**config.mk**
```make
export PLATFORM = sky130hd
export DESIGN_NAME = init_port_burst
export DESIGN_NICKNAME = d
export VERILOG_FILES = /design/src/rtl/init_port_burst.sv
export SDC_FILE = /design/constraint.sdc
export NUM_CORES = 1
export LEC_CHECK = 0
export BUFFER_PORTS_ARGS = -buffer_cell sky130_fd_sc_hd__clkbuf_2
export CAP_MARGIN = 5
export CELL_PAD_IN_SITES_DETAIL_PLACEMENT = 1
export CELL_PAD_IN_SITES_GLOBAL_PLACEMENT = 1
export CORE_MARGIN = 2
export CORE_UTILIZATION = 40
export CTS_BUF_LIST = sky130_fd_sc_hd__clkbuf_16
export DETAILED_ROUTE_END_ITERATION = 8
export GPL_ROUTABILITY_DRIVEN = 0
export GPL_TIMING_DRIVEN = 0
export PLACE_DENSITY_LB_ADDON = 0.1
export SYNTH_ARGS = -nofsm -noshare
export SYNTH_HDL_FRONTEND = slang
export SYNTH_SLANG_ARGS = --single-unit
```
**constraint.sdc**
```tcl
create_clock -name clk -period 2.5 [get_ports clk]
set_clock_uncertainty 0.1 [all_clocks]
set_input_delay 0.625 -clock clk [delete_from_list [all_inputs] [get_ports clk]]
set_output_delay 0.625 -clock clk [all_outputs]
set_load 0.01 [all_outputs]
```
**src/rtl/init_port_burst.sv**
```systemverilog
// Serial-bus initiator port with burst support: sends address and write words LSB first,
// collects read words and aligns the final read word with a single completion ack.
module init_port_burst #(
    parameter int ADDR_WIDTH  = 16,
    parameter int DATA_WIDTH  = 8,
    parameter int BURST_WIDTH = 4
) (
    input  logic                   clk,
    input  logic                   rst,
    input  logic                   init_req,
    input  logic                   arbiter_grant,
    input  logic [ADDR_WIDTH-1:0]  init_addr_out,
    input  logic                   init_addr_out_valid,
    input  logic                   init_rw,
    input  logic [BURST_WIDTH-1:0] init_burst_len,
    input  logic [DATA_WIDTH-1:0]  init_data_out,
    input  logic                   init_data_out_valid,
    output logic                   init_data_out_ready,
    input  logic                   target_ack,
    input  logic                   target_split,
    input  logic                   bus_data_in,
    input  logic                   bus_data_in_valid,
    output logic                   bus_data_out,
    output logic                   bus_data_out_valid,
    output logic                   bus_mode,
    output logic                   arbiter_req,
    output logic                   init_grant,
    output logic [DATA_WIDTH-1:0]  init_data_in,
    output logic                   init_data_in_valid,
    output logic                   init_data_in_last,
    output logic                   init_ack,
    output logic                   init_split_ack,
    output logic                   init_busy
);

    localparam int MAX_WIDTH = (ADDR_WIDTH > DATA_WIDTH) ? ADDR_WIDTH : DATA_WIDTH;
    localparam int BIT_W     = (MAX_WIDTH > 1) ? $clog2(MAX_WIDTH) : 1;
    localparam logic [BIT_W-1:0] ADDR_LAST = BIT_W'(ADDR_WIDTH - 1);
    localparam logic [BIT_W-1:0] DATA_LAST = BIT_W'(DATA_WIDTH - 1);

    typedef enum logic [2:0] {
        IDLE   = 3'd0,
        ADDR   = 3'd1,
        WDATA  = 3'd2,
        WFETCH = 3'd3,
        RWAIT  = 3'd4,
        SPLIT  = 3'd5
    } state_t;

    state_t                 state_r;
    state_t                 state_next_s;
    logic [ADDR_WIDTH-1:0]  addr_sh_r;
    logic [DATA_WIDTH-1:0]  wd_sh_r;
    logic [DATA_WIDTH-1:0]  rd_sh_r;
    logic [DATA_WIDTH-1:0]  rd_word_r;
    logic [DATA_WIDTH-1:0]  rd_next_s;
    logic [BIT_W-1:0]       bit_idx_r;
    logic [BURST_WIDTH-1:0] word_r;
    logic [BURST_WIDTH-1:0] len_r;
    logic                   rw_r;
    logic                   ack_seen_r;
    logic                   final_pend_r;
    logic                   rd_valid_r;
    logic                   rd_last_r;
    logic                   rd_ack_r;

    logic addr_step_s;
    logic addr_done_s;
    logic wd_step_s;
    logic wd_done_s;
    logic last_word_s;
    logic rd_state_s;
    logic rd_bit_s;
    logic rd_word_done_s;
    logic rd_finish_s;

    assign addr_step_s    = (state_r == ADDR) && arbiter_grant;
    assign addr_done_s    = addr_step_s && (bit_idx_r == ADDR_LAST);
    assign wd_step_s      = (state_r == WDATA) && arbiter_grant;
    assign wd_done_s      = wd_step_s && (bit_idx_r == DATA_LAST);
    assign last_word_s    = (word_r == len_r);
    assign rd_state_s     = (state_r == RWAIT) || (state_r == SPLIT);
    // Once the final word is complete it is only waiting for the ack; stray bits are dropped.
    assign rd_bit_s       = rd_state_s && bus_data_in_valid && !final_pend_r;
    assign rd_word_done_s = rd_bit_s && (bit_idx_r == DATA_LAST);
    assign rd_next_s      = rd_sh_r | (DATA_WIDTH'(bus_data_in) << bit_idx_r);
    assign rd_finish_s    = rd_state_s && (ack_seen_r || target_ack)
                            && (final_pend_r || (rd_word_done_s && last_word_s));

    // State register
    always_ff @(posedge clk) begin
        if (rst) begin
            state_r <= IDLE;
        end else begin
            state_r <= state_next_s;
        end
    end

    // Next-state decode
    always_comb begin
        state_next_s = state_r;
        case (state_r)
            IDLE: begin
                if (init_addr_out_valid) begin
                    state_next_s = ADDR;
                end else begin
                    state_next_s = IDLE;
                end
            end
            ADDR: begin
                if (addr_done_s) begin
                    state_next_s = rw_r ? WDATA : RWAIT;
                end else begin
                    state_next_s = ADDR;
                end
            end
            WDATA: begin
                if (wd_done_s) begin
                    state_next_s = last_word_s ? IDLE : WFETCH;
                end else begin
                    state_next_s = WDATA;
                end
            end
            WFETCH: begin
                if (init_data_out_valid) begin
                    state_next_s = WDATA;
                end else begin
                    state_next_s = WFETCH;
                end
            end
            RWAIT: begin
                if (rd_finish_s) begin
                    state_next_s = IDLE;
                end else if (target_split) begin
                    state_next_s = SPLIT;
                end else begin
                    state_next_s = RWAIT;
                end
            end
            SPLIT: begin
                if (rd_finish_s) begin
                    state_next_s = IDLE;
                end else if (bus_data_in_valid) begin
                    state_next_s = RWAIT;
                end else begin
                    state_next_s = SPLIT;
                end
            end
            default: state_next_s = IDLE;
        endcase
    end

    // Command capture, bit/word counters, shift registers and read-side strobes
    always_ff @(posedge clk) begin
        if (rst) begin
            addr_sh_r    <= '0;
            wd_sh_r      <= '0;
            rd_sh_r      <= '0;
            rd_word_r    <= '0;
            bit_idx_r    <= '0;
            word_r       <= '0;
            len_r        <= '0;
            rw_r         <= 1'b0;
            ack_seen_r   <= 1'b0;
            final_pend_r <= 1'b0;
            rd_valid_r   <= 1'b0;
            rd_last_r    <= 1'b0;
            rd_ack_r     <= 1'b0;
        end else begin
            rd_valid_r <= 1'b0;
            rd_last_r  <= 1'b0;
            rd_ack_r   <= 1'b0;
            case (state_r)
                IDLE: begin
                    if (init_addr_out_valid) begin
                        addr_sh_r    <= init_addr_out;
                        rw_r         <= init_rw;
                        len_r        <= init_burst_len;
                        word_r       <= '0;
                        bit_idx_r    <= '0;
                        ack_seen_r   <= 1'b0;
                        final_pend_r <= 1'b0;
                        rd_sh_r      <= '0;
                        if (init_rw) begin
                            wd_sh_r <= init_data_out;
                        end
                    end
                end
                ADDR: begin
                    if (addr_step_s) begin
                        addr_sh_r <= addr_sh_r >> 1;
                        bit_idx_r <= addr_done_s ? '0 : bit_idx_r + BIT_W'(1);
                    end
                end
                WDATA: begin
                    if (wd_step_s) begin
                        wd_sh_r <= wd_sh_r >> 1;
                        if (wd_done_s) begin
                            bit_idx_r <= '0;
                            if (!last_word_s) begin
                                word_r <= word_r + BURST_WIDTH'(1);
                            end
                        end else begin
                            bit_idx_r <= bit_idx_r + BIT_W'(1);
                        end
                    end
                end
                WFETCH: begin
                    if (init_data_out_valid) begin
                        wd_sh_r <= init_data_out;
                    end
                end
                RWAIT, SPLIT: begin
                    if (target_ack) begin
                        ack_seen_r <= 1'b1;
                    end
                    if (rd_bit_s) begin
                        if (rd_word_done_s) begin
                            bit_idx_r <= '0;
                            rd_sh_r   <= '0;
                            rd_word_r <= rd_next_s;
                            if (last_word_s) begin
                                final_pend_r <= 1'b1;
                            end else begin
                                word_r     <= word_r + BURST_WIDTH'(1);
                                rd_valid_r <= 1'b1;
                            end
                        end else begin
                            bit_idx_r <= bit_idx_r + BIT_W'(1);
                            rd_sh_r   <= rd_next_s;
                        end
                    end
                    if (rd_finish_s) begin
                        rd_valid_r   <= 1'b1;
                        rd_last_r    <= 1'b1;
                        rd_ack_r     <= 1'b1;
                        final_pend_r <= 1'b0;
                        ack_seen_r   <= 1'b0;
                    end
                end
                default: begin
                    bit_idx_r <= '0;
                end
            endcase
        end
    end

    // Bus-side and initiator-side output decode
    always_comb begin
        bus_data_out_valid  = addr_step_s || wd_step_s;
        bus_data_out        = 1'b0;
        bus_mode            = 1'b0;
        arbiter_req         = 1'b0;
        init_data_out_ready = 1'b0;
        case (state_r)
            IDLE: begin
                arbiter_req         = init_req;
                init_data_out_ready = init_addr_out_valid && init_rw;
            end
            ADDR: begin
                arbiter_req  = 1'b1;
                bus_data_out = addr_step_s ? addr_sh_r[0] : 1'b0;
            end
            WDATA: begin
                arbiter_req  = 1'b1;
                bus_mode     = 1'b1;
                bus_data_out = wd_step_s ? wd_sh_r[0] : 1'b0;
            end
            WFETCH: begin
                arbiter_req         = 1'b1;
                bus_mode            = 1'b1;
                init_data_out_ready = 1'b1;
            end
            RWAIT: begin
                arbiter_req = 1'b1;
                bus_mode    = 1'b1;
            end
            SPLIT: begin
                arbiter_req = 1'b0;
                bus_mode    = 1'b1;
            end
            default: begin
                arbiter_req = 1'b0;
            end
        endcase
    end

    assign init_grant         = arbiter_grant;
    assign init_split_ack     = target_split;
    assign init_busy          = (state_r != IDLE);
    assign init_data_in       = rd_word_r;
    assign init_data_in_valid = rd_valid_r;
    assign init_data_in_last  = rd_last_r;
    assign init_ack           = rd_ack_r || (target_ack && !rd_state_s);

endmodule

```
==> impl_metrics.csv <==
group,metric,value,unit
routing,antenna_violating_nets_post_route,0,
synthesis,ys_warn_count,0,
run,drv.max_cap_violation_count,0,
layout,share_of_final_layout_standard_cells_stronger_than_drive_strength_1,22.5,%
synthesis,synth_flop_cell,"sky130_fd_sc_hd__dfxtp_1",
power,power-per-cell-area,642,nW/um^2
layout,sequential_cell_area,1210,sq um
sta,share_of_the_clock_period_used_by_the_worst_path,95.7,%
clock_network,htree_num_levels,3,
clock_network,clockRootBuffer,"sky130_fd_sc_hd__clkbuf_16",
clock_network,clkSlewWorstSetupHoldPaths,0.05,ns
global_routing,first_pass_grt_wire_length,14500,um
clock_network,cts_tree,"yes",
sta,max_transition_margin,58.9,%
placement,placed_area,3410,sq um
clock_network,cts_max_path_buffers,2,
status,status,"complete, no violations",
routing,drt_drc_violations_left,0,
synthesis,synthesis.area_per_instance,8.11,sq um
placement,post-place-cells,526,
clock_network,cts_inserted_buffers,9,
clock_network,clock_sink_count,60,
critical_path,crit_required,1.77,ns
die,core-area,7250,sq um
power,power_frac_seq,43.0,%
placement,port_buffers,56,
routing,detailedRoute.firstIterationViolations,128,
synthesis,synth_seq_cells,60,
sta,tightestPinTransition,0.617,ns
layout,nFillCells,930,
routing,ratio_of_routed_vias_to_standard_cells,5.44,
global_routing,antenna_found_initial,0,
sta,finalMaxSlewViolations,0,
layout,p_r_area_growth_vs_syn,24.8,%
global_routing,grt_pass1_vias,3117,
power,p_total,2410,uW
die,io-pin-count,58,
synthesis,number_of_synthesized_flops_with_an_enable_pin,0,
power,leakage_power_summed_over_all_cells,0.00153,uW
power,irDropWorstVdd,318,uV
critical_path,critPathMaxFanout,17,
sta,final_period_minus_worst_setup_slack,2.39,ns
sta,totalNegativeSetupSlack,0,ns
power,p_int,1790,uW
layout,area_of_the_multi_input_gates,1650,sq um
sta,hold_slack,0.379,ns
layout,finalInstanceArea,3750,sq um
global_routing,globalRouteTotalUtil,21.6,%
power,power_switching_share,25.8,%
die,initial_core_util,41.5,%
synthesis,synthesis.nets,415,
routing,routed-via-count,2974,
clock_network,clock_latency,0.32,ns
global_routing,grt_max_degree,11,
synthesis,cells_after_synthesis,371,
routing,route.detailed.wl_per_inst,15.4,um
layout,mostFrequentLayoutCell,"sky130_fd_sc_hd__nor2_1",
power,power.share.combinational,12.7,%
placement,hpwl,5970,um
sta,setup-violations-final,0,
synthesis,synth_sequential_area_ratio,39.9,%
synthesis,synthDistinctLibCells,53,
worst_hold_path,hold_path.class,"register to register",
die,floorplan.die_area,8230,sq um
global_routing,grt-ovfl-total,0,
power,p_switching,622,uW
routing,routed_wl,8400,um
routing,drt_first_pass_iters,4,
die,die_height,90.7,um
layout,n_antenna_cell,0,
die,die_x,90.7,um
synthesis,netlist_area,3010,sq um
synthesis,async_flop_share,0,%
sta,final_hold_viol_count,0,
sta,grt_setup_unrepaired,"no",
layout,final_cell_mix,"sky130_fd_sc_hd__nor2_1 (68), sky130_fd_sc_hd__dfxtp_1 (57), sky130_fd_sc_hd__clkbuf_2 (56), sky130_fd_sc_hd__nand2_1 (42), sky130_fd_sc_hd__a21oi_1 (36)",
layout,final_cells,547,
sta,fmax,418,MHz
layout,final_nets,488,
critical_path,setup.worst_path.end_class,"output pin",
critical_path,cp-start-kind,"register",
die,floorplan.rows,31,
critical_path,cp.arrival,1.67,ns
critical_path,critical_path_class,"register to output pin",
power,clkPwrFrac,44.3,%
stage by stage:
stage          setup slack (ns)  util (%)
3_3_place_gp             0.0400      47.0
3_5_place_dp             0.0575      47.0
5_1_grt                 0.00315      51.8
2_1_floorplan             0.420         -
4_1_cts                 0.00328      51.1
6_report                  0.109      51.8
cells in the mapped netlist, drive strengths merged, types with 2 or more instances:
cell	n	area, sq um
a31oi	5	31.3
or4	2	15.0
nor4	2	12.5
a31o	2	26.3
a311oi	15	131
clkbuf	10	37.5
or3	4	25.0
nand4	3	18.8
a32oi	2	17.5
inv	8	30.0
nand3b	3	22.5
a21o	3	22.5
nand2	42	158
a22oi	2	15.0
nor2b	5	31.3
and2b	3	25.0
buf	16	97.6
nor3b	3	32.5
o21ai	7	35.0
a21oi	37	189
nor3	9	45.0
dfxtp	60	1200
nand3	4	20.0
ha	5	62.6
o2111ai	2	17.5
o31ai	2	15.0
mux2i	14	140
xnor2	4	35.0
nand2b	3	18.8
and3	2	12.5
o31a	2	17.5
nor2	68	255
a211oi	7	52.6
a41oi	2	17.5
what timing repair did:
action,in CTS,in global routing
hold buffers,0,0
cloned,0,0
buffers inserted,1,6
setup endpoints to repair,2,3
gates resized for setup,10,3
pin swaps,0,1
power groups by stage:
stage	clock [uW]	combinational (uW)	sequential [uW]
floorplan	0	195	1050
global placement	0	282	1050
detailed placement	0	291	1050
CTS	1090	298	1040
global route	1130	348	1040
finish	1070	306	1040
layer usage:
layer / vias to the layer above / part of all wire (%) / GRT usage (%)
li1: 1471 / - / -
met1: 1420 / 46 / 26.8
met2: 71 / 48 / 36.6
met3: 12 / 4.8 / 5.51
met4: 0 / 1.5 / 7.18
met5: - / 0 / 0
flip-flops by register name, summed over array words and instances (netlist names):
register	flops
ack_seen_r	1
addr_sh_r	16
bit_idx_r	4
final_pend_r	1
init_data_in	8
init_data_in_valid	1
len_r	4
rd_ack_r	1
rd_sh_r	8
rw_r	1
state_r	3
wd_sh_r	8
word_r	4
cell families after synthesis:
| family | after synthesis | synth area share (%) |
|---|---|---|
| AND/OR/NAND/NOR | 158 | 24.4 |
| AO/OA/AOI/OAI | 96 | 22.3 |
| flip-flops | 60 | 39.9 |
| buffers and inverters | 34 | 5.49 |
| multiplexers | 14 | 4.66 |
| adder cells (fa/ha/maj) | 5 | 2.08 |
| XOR/XNOR | 4 | 1.16 |
worst paths after layout:
check | slack (ns) | startpoint | cells after the start | end
setup / recovery | 0.11 | state_r[2] | 6 | bus_data_out
hold / removal | 0.38 | addr_sh_r[4] | 2 | addr_sh_r[3]
setup reg to reg | 0.29 | state_r[1] | 8 | word_r[3]
hold reg to reg | 0.38 | addr_sh_r[4] | 2 | addr_sh_r[3]
worst max-delay path, cell delays in order (launching register included):
cell and delay (ns):
sky130_fd_sc_hd__dfxtp_2 0.36, sky130_fd_sc_hd__buf_4 0.19, sky130_fd_sc_hd__nor3b_4 0.24, sky130_fd_sc_hd__buf_6 0.21, sky130_fd_sc_hd__a22oi_1 0.09, sky130_fd_sc_hd__nor2b_1 0.11, sky130_fd_sc_hd__clkbuf_2 0.14
cell type report:
cell class                 instances  area share [%]
inverter                           8           0.800
multi-input combinational        277            44.1
sequential                        60            32.2
clock inverter                     6           0.867
clock buffer                       9            6.00
buffer                            25            3.93
tap                               99            3.30
timing repair buffer              63            8.87
(Power assumes the default switching activity.)
